**src/rtl/cdb_arbiter_if.sv**
```systemverilog
// -----------------------------------------------------------------------------
// cdb_arbiter_if
// Bundle of the reservation-station result ports and the common data bus
// (CDB) broadcast ports of cdb_arbiter.
//
// Signals (source i occupies bits [i*W +: W] of each packed per-source field):
//   in_valid   [N_SRC]          result offered by source i
//   in_tag     [N_SRC*TAG_W]    result tag
//   in_val     [N_SRC*DATA_W]   result value
//   in_icc     [N_SRC*4]        result flags {c,v,z,n}
//   in_icc_we  [N_SRC]          result updates ICC
//   out_ready  [N_SRC]          slot i accepts this cycle
//   out_CDB_broadcast           one-cycle broadcast strobe
//   out_CDB_tag/val/icc/icc_we  broadcast payload
//   out_CDB_src                 index of the granted source
//   out_drop                    one-cycle pulse: an INVALID_TAG result was discarded
//
// Modports:
//   master : the result producers (drive in_*, observe out_*)
//   slave  : the arbiter itself  (observe in_*, drive out_*)
// -----------------------------------------------------------------------------
interface cdb_arbiter_if #(
    parameter int N_SRC  = 4,
    parameter int TAG_W  = 5,
    parameter int DATA_W = 32
);
    localparam int SRC_W = (N_SRC > 1) ? $clog2(N_SRC) : 1;

    logic [N_SRC-1:0]        in_valid;
    logic [N_SRC*TAG_W-1:0]  in_tag;
    logic [N_SRC*DATA_W-1:0] in_val;
    logic [N_SRC*4-1:0]      in_icc;
    logic [N_SRC-1:0]        in_icc_we;
    logic [N_SRC-1:0]        out_ready;
    logic                    out_CDB_broadcast;
    logic [TAG_W-1:0]        out_CDB_tag;
    logic [DATA_W-1:0]       out_CDB_val;
    logic [3:0]              out_CDB_icc;
    logic                    out_CDB_icc_we;
    logic [SRC_W-1:0]        out_CDB_src;
    logic                    out_drop;

    modport master (
        output in_valid, in_tag, in_val, in_icc, in_icc_we,
        input  out_ready, out_CDB_broadcast, out_CDB_tag, out_CDB_val,
               out_CDB_icc, out_CDB_icc_we, out_CDB_src, out_drop
    );

    modport slave (
        input  in_valid, in_tag, in_val, in_icc, in_icc_we,
        output out_ready, out_CDB_broadcast, out_CDB_tag, out_CDB_val,
               out_CDB_icc, out_CDB_icc_we, out_CDB_src, out_drop
    );
endinterface

```
**src/rtl/cdb_arbiter.sv**
```systemverilog
// -----------------------------------------------------------------------------
// cdb_arbiter
// Buffers one finished result per reservation station and serializes them onto
// the single common data bus, one broadcast per cycle.
//
// Ports:
//   clk  : clock, all state changes on the rising edge
//   rst  : asynchronous reset, active high; flushes every buffered result
//   bus  : cdb_arbiter_if.slave (per-source results in, CDB broadcast out)
//
// Build option:
//   CDB_FIXED_PRIO_EN  defined   -> fixed priority, lowest source index wins,
//                                   no round-robin pointer, no fairness
//                      undefined -> round-robin starting after the last winner
//
// Handshake (per source i): a result transfers on a rising edge when
// in_valid[i] && out_ready[i]. out_ready[i] = !full[i] | grant[i], so a slot
// that is broadcast this cycle can be refilled on the same edge. The source
// must hold tag/val/icc stable while in_valid is high and out_ready is low.
// A transfer whose tag equals INVALID_TAG completes but is not stored; the
// slot ends empty and out_drop pulses the following cycle.
// -----------------------------------------------------------------------------
module cdb_arbiter #(
    parameter int               N_SRC       = 4,
    parameter int               TAG_W       = 5,
    parameter int               DATA_W      = 32,
    parameter logic [TAG_W-1:0] INVALID_TAG = {TAG_W{1'b1}}
) (
    input  logic         clk,
    input  logic         rst,
    cdb_arbiter_if.slave bus
);
    localparam int SRC_W = (N_SRC > 1) ? $clog2(N_SRC) : 1;

    // Flattened view of the per-source slots.
    logic [N_SRC-1:0]        w_full;
    logic [N_SRC*TAG_W-1:0]  w_slot_tag;
    logic [N_SRC*DATA_W-1:0] w_slot_val;
    logic [N_SRC*4-1:0]      w_slot_icc;
    logic [N_SRC-1:0]        w_slot_icc_we;
    logic [N_SRC-1:0]        w_ready;
    logic [N_SRC-1:0]        w_cap_inv;

    // Arbitration result.
    logic [N_SRC-1:0]        w_grant;
    logic [SRC_W-1:0]        w_gnt_idx;
    logic [SRC_W-1:0]        w_cand;
    logic                    w_gnt_any;

    // CDB output registers.
    logic                    r_bcast;
    logic [TAG_W-1:0]        r_cdb_tag;
    logic [DATA_W-1:0]       r_cdb_val;
    logic [3:0]              r_cdb_icc;
    logic                    r_cdb_icc_we;
    logic [SRC_W-1:0]        r_cdb_src;
    logic                    r_drop;

    // -------------------------------------------------------------------------
    // Per-source result slots
    // -------------------------------------------------------------------------
    for (genvar gi = 0; gi < N_SRC; gi++) begin : g_slot
        logic              r_full;
        logic [TAG_W-1:0]  r_tag;
        logic [DATA_W-1:0] r_val;
        logic [3:0]        r_icc;
        logic              r_icc_we;
        logic              w_cap;
        logic              w_inv;

        assign w_ready[gi] = !r_full | w_grant[gi];
        assign w_cap       = bus.in_valid[gi] & w_ready[gi];
        assign w_inv       = (bus.in_tag[gi*TAG_W +: TAG_W] == INVALID_TAG);
        assign w_cap_inv[gi] = w_cap & w_inv;

        // A capture wins over the clear from a grant on the same edge, so a
        // refill keeps the new result. An invalid-tag capture leaves it empty.
        always_ff @(posedge clk or posedge rst) begin
            if (rst) begin
                r_full   <= 1'b0;
                r_tag    <= INVALID_TAG;
                r_val    <= '0;
                r_icc    <= '0;
                r_icc_we <= 1'b0;
            end else if (w_cap) begin
                r_full <= !w_inv;
                if (!w_inv) begin
                    r_tag    <= bus.in_tag[gi*TAG_W +: TAG_W];
                    r_val    <= bus.in_val[gi*DATA_W +: DATA_W];
                    r_icc    <= bus.in_icc[gi*4 +: 4];
                    r_icc_we <= bus.in_icc_we[gi];
                end
            end else if (w_grant[gi]) begin
                r_full <= 1'b0;
            end
        end

        assign w_full[gi]                       = r_full;
        assign w_slot_tag[gi*TAG_W +: TAG_W]    = r_tag;
        assign w_slot_val[gi*DATA_W +: DATA_W]  = r_val;
        assign w_slot_icc[gi*4 +: 4]            = r_icc;
        assign w_slot_icc_we[gi]                = r_icc_we;
    end

    // -------------------------------------------------------------------------
    // Arbitration: depends only on slot occupancy (and the pointer), never on
    // in_valid, so there is no combinational path from in_valid to the CDB.
    // -------------------------------------------------------------------------
`ifdef CDB_FIXED_PRIO_EN
    // Scan from the highest index down so the lowest full index is kept.
    always_comb begin
        w_cand    = '0;
        w_gnt_idx = '0;
        w_gnt_any = 1'b0;
        for (int k = N_SRC - 1; k >= 0; k--) begin
            w_cand = SRC_W'(k);
            if (w_full[w_cand]) begin
                w_gnt_idx = w_cand;
                w_gnt_any = 1'b1;
            end
        end
    end
`else
    logic [SRC_W-1:0] r_ptr;

    // Candidates are ptr+1, ptr+2, ... modulo N_SRC. Scanning the offsets in
    // reverse lets the nearest full slot overwrite any farther one.
    always_comb begin
        w_cand    = '0;
        w_gnt_idx = '0;
        w_gnt_any = 1'b0;
        for (int k = N_SRC; k >= 1; k--) begin
            w_cand = SRC_W'((int'(r_ptr) + k) % N_SRC);
            if (w_full[w_cand]) begin
                w_gnt_idx = w_cand;
                w_gnt_any = 1'b1;
            end
        end
    end

    // Reset value N_SRC-1 makes source 0 the first candidate.
    always_ff @(posedge clk or posedge rst) begin
        if (rst) begin
            r_ptr <= SRC_W'(N_SRC - 1);
        end else if (w_gnt_any) begin
            r_ptr <= w_gnt_idx;
        end
    end
`endif

    always_comb begin
        w_grant = '0;
        if (w_gnt_any) begin
            w_grant[w_gnt_idx] = 1'b1;
        end
    end

    // -------------------------------------------------------------------------
    // CDB output registers: payload holds its last value when idle.
    // -------------------------------------------------------------------------
    always_ff @(posedge clk or posedge rst) begin
        if (rst) begin
            r_bcast      <= 1'b0;
            r_cdb_tag    <= INVALID_TAG;
            r_cdb_val    <= '0;
            r_cdb_icc    <= '0;
            r_cdb_icc_we <= 1'b0;
            r_cdb_src    <= '0;
            r_drop       <= 1'b0;
        end else begin
            r_bcast <= w_gnt_any;
            r_drop  <= |w_cap_inv;
            if (w_gnt_any) begin
                r_cdb_tag    <= w_slot_tag[w_gnt_idx*TAG_W +: TAG_W];
                r_cdb_val    <= w_slot_val[w_gnt_idx*DATA_W +: DATA_W];
                r_cdb_icc    <= w_slot_icc[w_gnt_idx*4 +: 4];
                r_cdb_icc_we <= w_slot_icc_we[w_gnt_idx];
                r_cdb_src    <= w_gnt_idx;
            end
        end
    end

    assign bus.out_ready         = w_ready;
    assign bus.out_CDB_broadcast = r_bcast;
    assign bus.out_CDB_tag       = r_cdb_tag;
    assign bus.out_CDB_val       = r_cdb_val;
    assign bus.out_CDB_icc       = r_cdb_icc;
    assign bus.out_CDB_icc_we    = r_cdb_icc_we;
    assign bus.out_CDB_src       = r_cdb_src;
    assign bus.out_drop          = r_drop;
endmodule

```
**src/flat_wrapper.sv**
```systemverilog
// flat-port wrapper written by rule: the top's interface ports become plain ports
module cdb_arbiter_flat 
#(
    parameter int               N_SRC       = 4,
    parameter int               TAG_W       = 5,
    parameter int               DATA_W      = 32,
    parameter logic [TAG_W-1:0] INVALID_TAG = {TAG_W{1'b1}}
)
  (clk, rst, bus_in_valid, bus_in_tag, bus_in_val, bus_in_icc, bus_in_icc_we, bus_out_ready, bus_out_CDB_broadcast, bus_out_CDB_tag, bus_out_CDB_val, bus_out_CDB_icc, bus_out_CDB_icc_we, bus_out_CDB_src, bus_out_drop);
  cdb_arbiter_if #(.N_SRC(N_SRC), .TAG_W(TAG_W), .DATA_W(DATA_W)) bus_i ();
  input  logic clk;
  input  logic rst;
  input wire logic [$bits(bus_i.in_valid)-1:0] bus_in_valid;
  input wire logic [$bits(bus_i.in_tag)-1:0] bus_in_tag;
  input wire logic [$bits(bus_i.in_val)-1:0] bus_in_val;
  input wire logic [$bits(bus_i.in_icc)-1:0] bus_in_icc;
  input wire logic [$bits(bus_i.in_icc_we)-1:0] bus_in_icc_we;
  output wire logic [$bits(bus_i.out_ready)-1:0] bus_out_ready;
  output wire logic [$bits(bus_i.out_CDB_broadcast)-1:0] bus_out_CDB_broadcast;
  output wire logic [$bits(bus_i.out_CDB_tag)-1:0] bus_out_CDB_tag;
  output wire logic [$bits(bus_i.out_CDB_val)-1:0] bus_out_CDB_val;
  output wire logic [$bits(bus_i.out_CDB_icc)-1:0] bus_out_CDB_icc;
  output wire logic [$bits(bus_i.out_CDB_icc_we)-1:0] bus_out_CDB_icc_we;
  output wire logic [$bits(bus_i.out_CDB_src)-1:0] bus_out_CDB_src;
  output wire logic [$bits(bus_i.out_drop)-1:0] bus_out_drop;
  assign bus_i.in_valid = bus_in_valid;
  assign bus_i.in_tag = bus_in_tag;
  assign bus_i.in_val = bus_in_val;
  assign bus_i.in_icc = bus_in_icc;
  assign bus_i.in_icc_we = bus_in_icc_we;
  assign bus_out_ready = bus_i.out_ready;
  assign bus_out_CDB_broadcast = bus_i.out_CDB_broadcast;
  assign bus_out_CDB_tag = bus_i.out_CDB_tag;
  assign bus_out_CDB_val = bus_i.out_CDB_val;
  assign bus_out_CDB_icc = bus_i.out_CDB_icc;
  assign bus_out_CDB_icc_we = bus_i.out_CDB_icc_we;
  assign bus_out_CDB_src = bus_i.out_CDB_src;
  assign bus_out_drop = bus_i.out_drop;
  cdb_arbiter #(.N_SRC(N_SRC), .TAG_W(TAG_W), .DATA_W(DATA_W), .INVALID_TAG(INVALID_TAG)) u_core (.clk(clk), .rst(rst), .bus(bus_i));
endmodule
```
**config.mk**
```make
export PLATFORM = sky130hd
export DESIGN_NAME = cdb_arbiter_flat
export DESIGN_NICKNAME = d
export VERILOG_FILES = /design/src/rtl/cdb_arbiter_if.sv /design/src/rtl/cdb_arbiter.sv /design/src/flat_wrapper.sv
export SDC_FILE = /design/constraint.sdc
export NUM_CORES = 1
export LEC_CHECK = 0
export CAP_MARGIN = 20
export CORE_ASPECT_RATIO = 1.25
export CORE_MARGIN = 10
export CORE_UTILIZATION = 25
export DETAILED_ROUTE_END_ITERATION = 8
export PLACE_DENSITY_LB_ADDON = 0.12
export SLEW_MARGIN = 30
export SYNTH_ARGS = -nofsm -noshare
export SYNTH_HDL_FRONTEND = slang
export SYNTH_SLANG_ARGS = --single-unit
```
**constraint.sdc**
```tcl
create_clock -name clk -period 7.28 [get_ports clk]
set_input_delay 1.092 -clock clk [delete_from_list [all_inputs] [get_ports clk]]
set_output_delay 1.092 -clock clk [all_outputs]
set_load 0.02 [all_outputs]
```
-- Word level (Yosys, flattened, before mapping)
Cells that the tools add are included.
- flip-flop bits (word level): 220
- bits of input ports: 174
- output and inout port bits: 50
- word-level logic and storage cells: 109
- $mul: 1
- shift-type cells: 3
- eq/ne operators: 4
- mux-type cells: 29
- $lt $le $gt $ge: 6
- reductions and logical operators: 18
- add/sub/neg operators: 4
- bitwise logic cells: 16
- operators with widths (kind ; count):
    variable part select 128 x 8 -> 32 bit ; 1
    == test 5 bit, second input constant ; 4
    variable part select 20 x 6 -> 5 bit ; 1
    two-way mux 1 bit ; 18
    variable part select 16 x 5 -> 4 bit ; 1
    less-than comparator 2 x 3 -> 1 bit, second input constant ; 5
    binary-select mux 1 bit (select 2 bit) ; 5
    bitwise AND 1 bit ; 8
    zero test 1 bit ; 8
    two-way mux 2 bit ; 4
    AND reduction 2 bit ; 4
    nonzero test 2 bit ; 4
    multiplier 2 x 3 -> 5 bit, second input constant ; 1
    adder 2 x 1 -> 2 bit, second input constant ; 2
    adder 2 bit, second input constant ; 2
    two-way mux 4 bit ; 1
    inverter 1 bit ; 4
    OR 1 bit ; 4
    OR reduction 4 bit ; 1
    demux 1 bit (select 2 bit) ; 1
    >= comparator 2 x 1 -> 1 bit, second input constant ; 1
    logical AND 1 bit ; 1

-- Depth between registers and ports, before layout
- word-level depth: 16
- gate-level depth with buffers: 8
- gate-level depth less buffers: 5

-- Worst setup path before layout
OpenSTA, ideal clock, no wires.
- kind: flip-flop to output port
- start: register u_core.g_slot[0].r_full
- end: output bus_out_ready[2]
- arrival time: 1.149 ns
- required time: 6.188 ns
- slack: 5.039 ns
- path buffers: 0
- cell stages (with the launch flop): 4
- cell sequence: dfrtp_1 > or2_1 > a2bb2oi_2 > nand2b_1
- word-level cells in the longest chain between the ends: 12
- elaborated cells on any way between the ends: 23
- classes of those cells: order compare (2); mux (19); bitwise (1); reduce/logical (1)
- ends and longest elaborated chain (item ; RTL line ; RTL):
    from (decl) ; cdb_arbiter.sv:63 ; logic r_full;
    from (signal assigned) ; cdb_arbiter.sv:86 ; r_full <= !w_inv;
    binary-select mux 1 bit (select 2 bit) ; cdb_arbiter.sv:134 ; if (w_full[w_cand]) begin
    two-way mux 1 bit (not written as such) ; cdb_arbiter.sv:134 ;
    two-way mux 2 bit (4 in series) ; cdb_arbiter.sv:134 ;
    less-than comparator 2 x 3 -> 1 bit (not written as such) or >= comparator 2 x 1 -> 1 bit (tied branches) ; cdb_arbiter.sv:154 ; w_grant[w_gnt_idx] = 1'b1;
    logical AND 1 bit (not written as such) ; cdb_arbiter.sv:154 ;
    two-way mux 1 bit (not written as such) ; cdb_arbiter.sv:154 ;
    demux 1 bit (select 2 bit) ; - ;
    two-way mux 4 bit (*) ; cdb_arbiter.sv:153 ; if (w_gnt_any) begin
    OR 1 bit (*) ; cdb_arbiter.sv:71 ; assign w_ready[gi] = !r_full | w_grant[gi];
    to (decl) ; flat_wrapper.sv:18 ; output wire logic [$bits(bus_i.out_ready)-1:0] bus_out_ready;
Every way passes the cells marked *; elsewhere a longest branch is shown, timed or not. The select of a mux whose other input is x is not followed.

-- Final worst setup path
- start: register u_core.r_ptr[1]
- end: output bus_out_ready[0]
- word-level cells in the longest chain between the ends: 13
- elaborated cells on any way between the ends: 27
- classes of those cells: add/sub (4); order compare (2); mux (19); bitwise (1); reduce/logical (1)
- ends and longest elaborated chain (item ; RTL line ; RTL):
    from (decl) ; cdb_arbiter.sv:124 ; logic [SRC_W-1:0] r_ptr;
    from (signal assigned) ; cdb_arbiter.sv:144 ; r_ptr <= SRC_W'(N_SRC - 1);
    from (signal assigned) ; cdb_arbiter.sv:146 ; r_ptr <= w_gnt_idx;
    adder 2 x 1 -> 2 bit ; cdb_arbiter.sv:133 ; w_cand = SRC_W'((int'(r_ptr) + k) % N_SRC);
    binary-select mux 1 bit (select 2 bit) ; cdb_arbiter.sv:134 ;
    two-way mux 1 bit (not written as such) ; cdb_arbiter.sv:134 ;
    two-way mux 2 bit (4 in series) ; cdb_arbiter.sv:134 ;
    less-than comparator 2 x 3 -> 1 bit (not written as such) or >= comparator 2 x 1 -> 1 bit (tied branches) ; cdb_arbiter.sv:154 ;
    logical AND 1 bit (not written as such) ; cdb_arbiter.sv:154 ;
    two-way mux 1 bit (not written as such) ; cdb_arbiter.sv:154 ;
    demux 1 bit (select 2 bit) ; - ;
    two-way mux 4 bit (*) ; cdb_arbiter.sv:153 ;
    OR 1 bit (*) ; cdb_arbiter.sv:71 ;
Marks and branches as above.

==> flow_summary.toml <==
[outcome]
run_status = "completed"

[sta]
fin_crit_sh = 0.511
skew_ns = 0.0129
fmax_mhz = 269
tightest_slew_ns = 0.939
rsz0062_at_grt = "no"
finalMaxSlewViolations = 0
setup_violations = 0
hold_viol_final = 0
slew_headroom = 0.374
layout_min_cycle_time_ns = 3.72
final.setup.tns_ns = 0

[place]
placed_area_um2 = 12300
dp_cells = 1361
gp_congestion = 0.721
portBuffers = 223
dp_hpwl_um = 21100

[synth]
ys_ff_latch = 220
synth_nets = 850
synth_async_sr_flop_share = 1.00
syn-instance-count = 676
avgSynthCellArea_um2 = 14.2
synthesis.area_um2 = 9630
synth_commonest_cells = "193 x dfrtp_1, 85 x mux2_2, 84 x mux2i_1"
synth_edf_count = 0
ys_warn_count = 0
netlist_top_cells_area = "dfrtp_1 50%, mux2_2 9.9%, mux2i_1 8.7%"
synth_top_area_cell = "dfrtp_1"
synth_cell_type_count = 48
yosysMostFrequentCell = "dfrtp_1"
synth_flop_cell = "dfrtp_1"
synth_top_cell_area_share = 0.502
seq_area_frac_synth = 0.575

[routing]
drc = 0
viasPerCell = 4.51
wl_per_cell_um = 21.9
ant_nets = 0
drtPass1Iterations = 5
num_vias = 6361
wl_um = 30800
initialDrtViolationCount = 229

[floorplan]
core_um2 = 38100
die_w_um = 196
die_h_um = 239
rows = 80
initial_utilization = 0.252
num_io_pins = 224
dieArea_um2 = 46800

[worst_setup_path]
end_kind = "output port"
crit_fanout = 14
crit_path_start_kind = "register"
critical_path_class = "register to output port"
worstPathArrival_ns = 2.62
required_ns = 6.19

[clock_tree]
postCtsSetupRepairBufs = 0
cts_root_buf = "clkbuf_16"
ctsHoldBuffers = 0
insertion_delay_ns = 0.53
clock-sinks = 220
cts_tree = "yes"
cts_resized = 0
cts_buffers = 26
cts_max_level = 1
clk_pin_slew_worst_paths_ns = 0.06
clockBufferDepth = 3

[final_layout]
layout-drive-gt1-share = 0.216
fin_area_um2 = 13300
fin_cells = 1409
area_delta_synth_final_pct = 37.9
nNetsFinal = 1071
diodes = 0

[worst_hold_path]
hold_class = "register to register"

[global_route]
grt_use_total = 0.129
grt_pass1_wl_um = 46400
antenna_found_initial = 1
grt.overflow.total = 0
grt_start_max_net_pins = 114
first_global_vias = 7139

[pwr]
irDropWorstVdd_mv = 0.411
powerDensity_nw_per_um2 = 517
leakagePower_nw = 5.52

[flow_run]
cap_violations = 0
## placed cells by master (no fill, tap or decap), types with 2 or more instances in the layout
master,netlist,layout
a21oi_1,6,6
a221oi_1,11,11
a221oi_2,13,13
a2bb2oi_1,6,6
and3_1,2,2
buf_4,6,9
bufinv_16,0,3
clkbuf_1,8,3
clkbuf_16,0,27
clkbuf_8,0,8
clkdlybuf4s50_1,0,223
clkinv_2,0,5
dfrtp_1,193,193
dfstp_2,27,27
inv_1,12,11
mux2_1,72,72
mux2_2,85,85
mux2i_1,84,84
nand2_1,30,30
nand2b_1,4,4
nand3_1,5,4
nor2_1,33,33
nor2_4,1,2
o21ai_0,2,2
o21ai_2,2,2
o221ai_1,19,19
o22a_1,4,4
## routing by layer
metal	vias to the layer above	track usage	part of all wire	wire [µm]
met5	-	0	0.00042	13
met4	2	0.0375	0.020	611
met3	33	0.0246	0.047	1450
met2	148	0.228	0.51	15900
met1	3256	0.154	0.42	12900
li1	2922	-	-	-
## worst max-delay path: stages, from the launching register on
cell             delay (ns)
dfstp_2                0.71
nand2b_1               0.28
a21oi_1                0.12
o21ai_2                0.30
clkdlybuf4s50_1        0.68
## power by group
group	internal, W	switching [W]	total (W)
logic	0.00153	0.00163	0.00316
registers	0.00193	0.000378	0.00231
clock network	0.000863	0.000532	0.00139
total	0.00432	0.00254	0.00686
## cell families (layout without fill, tap and decap cells)
group | Yosys count | after routing | synth area share
DFF | 220 | 220 | 0.575
and+or+nand+nor | 82 | 82 | 0.0383
muxes | 241 | 241 | 0.271
buffers and inverters | 54 | 295 | 0.0342
AOI/OAI and AO/OA | 79 | 79 | 0.0811
## worst paths after layout
kind | slack (ns) | startpoint | to | cells past startpoint
worst min register to register | 0.46 | u_core.g_slot[3].r_tag[4] | u_core.g_slot[3].r_tag[4] | 2
min in group asynchronous | 1.07 | rst | u_core.g_slot[2].r_icc[3] | 2
worst max-delay path | 3.56 | u_core.r_ptr[1] | bus_out_ready[0] | 4
worst min-delay path | 0.46 | u_core.g_slot[3].r_tag[4] | u_core.g_slot[3].r_tag[4] | 2
max in group asynchronous | 5.01 | rst | u_core.g_slot[3].r_val[4] | 3
worst max register to register | 4.29 | u_core.r_ptr[1] | u_core.g_slot[0].r_val[8] | 6
## sequential cells by signal, indices dropped and copies added, names as in the netlist
signal and flops:
u_core.bus.out_drop 1, u_core.g_slot.r_tag 20, u_core.bus.out_CDB_icc 4, u_core.bus.out_CDB_icc_we 1, u_core.bus.out_CDB_src 2, u_core.g_slot.r_icc_we 4, u_core.g_slot.r_icc 16, u_core.bus.out_CDB_broadcast 1
u_core.r_ptr 2, u_core.g_slot.r_full 4, u_core.bus.out_CDB_val 32, u_core.g_slot.r_val 128, u_core.bus.out_CDB_tag 5
## final cells by class
type	count	area, µm²
flip-flops and latches	220	5540
inverters	13	56.3
well taps	492	616
repair buffers	234	2330
clock inverters	10	128
multi-input cells	402	3800
fillers	3740	24900
clock buffers	38	797
## per-stage QoR
stage / power, W / worst slack (ns) / util / hold WS (ns)
after floorplan: 0.00451 / 0.212 / - / 0.439
after global placement: 0.00555 / 3.90 / 0.323 / 0.449
after detailed placement: 0.00559 / 3.85 / 0.324 / 0.454
after CTS: 0.00702 / 3.52 / 0.348 / 0.464
after global routing: 0.00731 / 3.42 / 0.348 / 0.477
final: 0.00686 / 3.56 / 0.348 / 0.460
(Power assumes the default switching activity.)
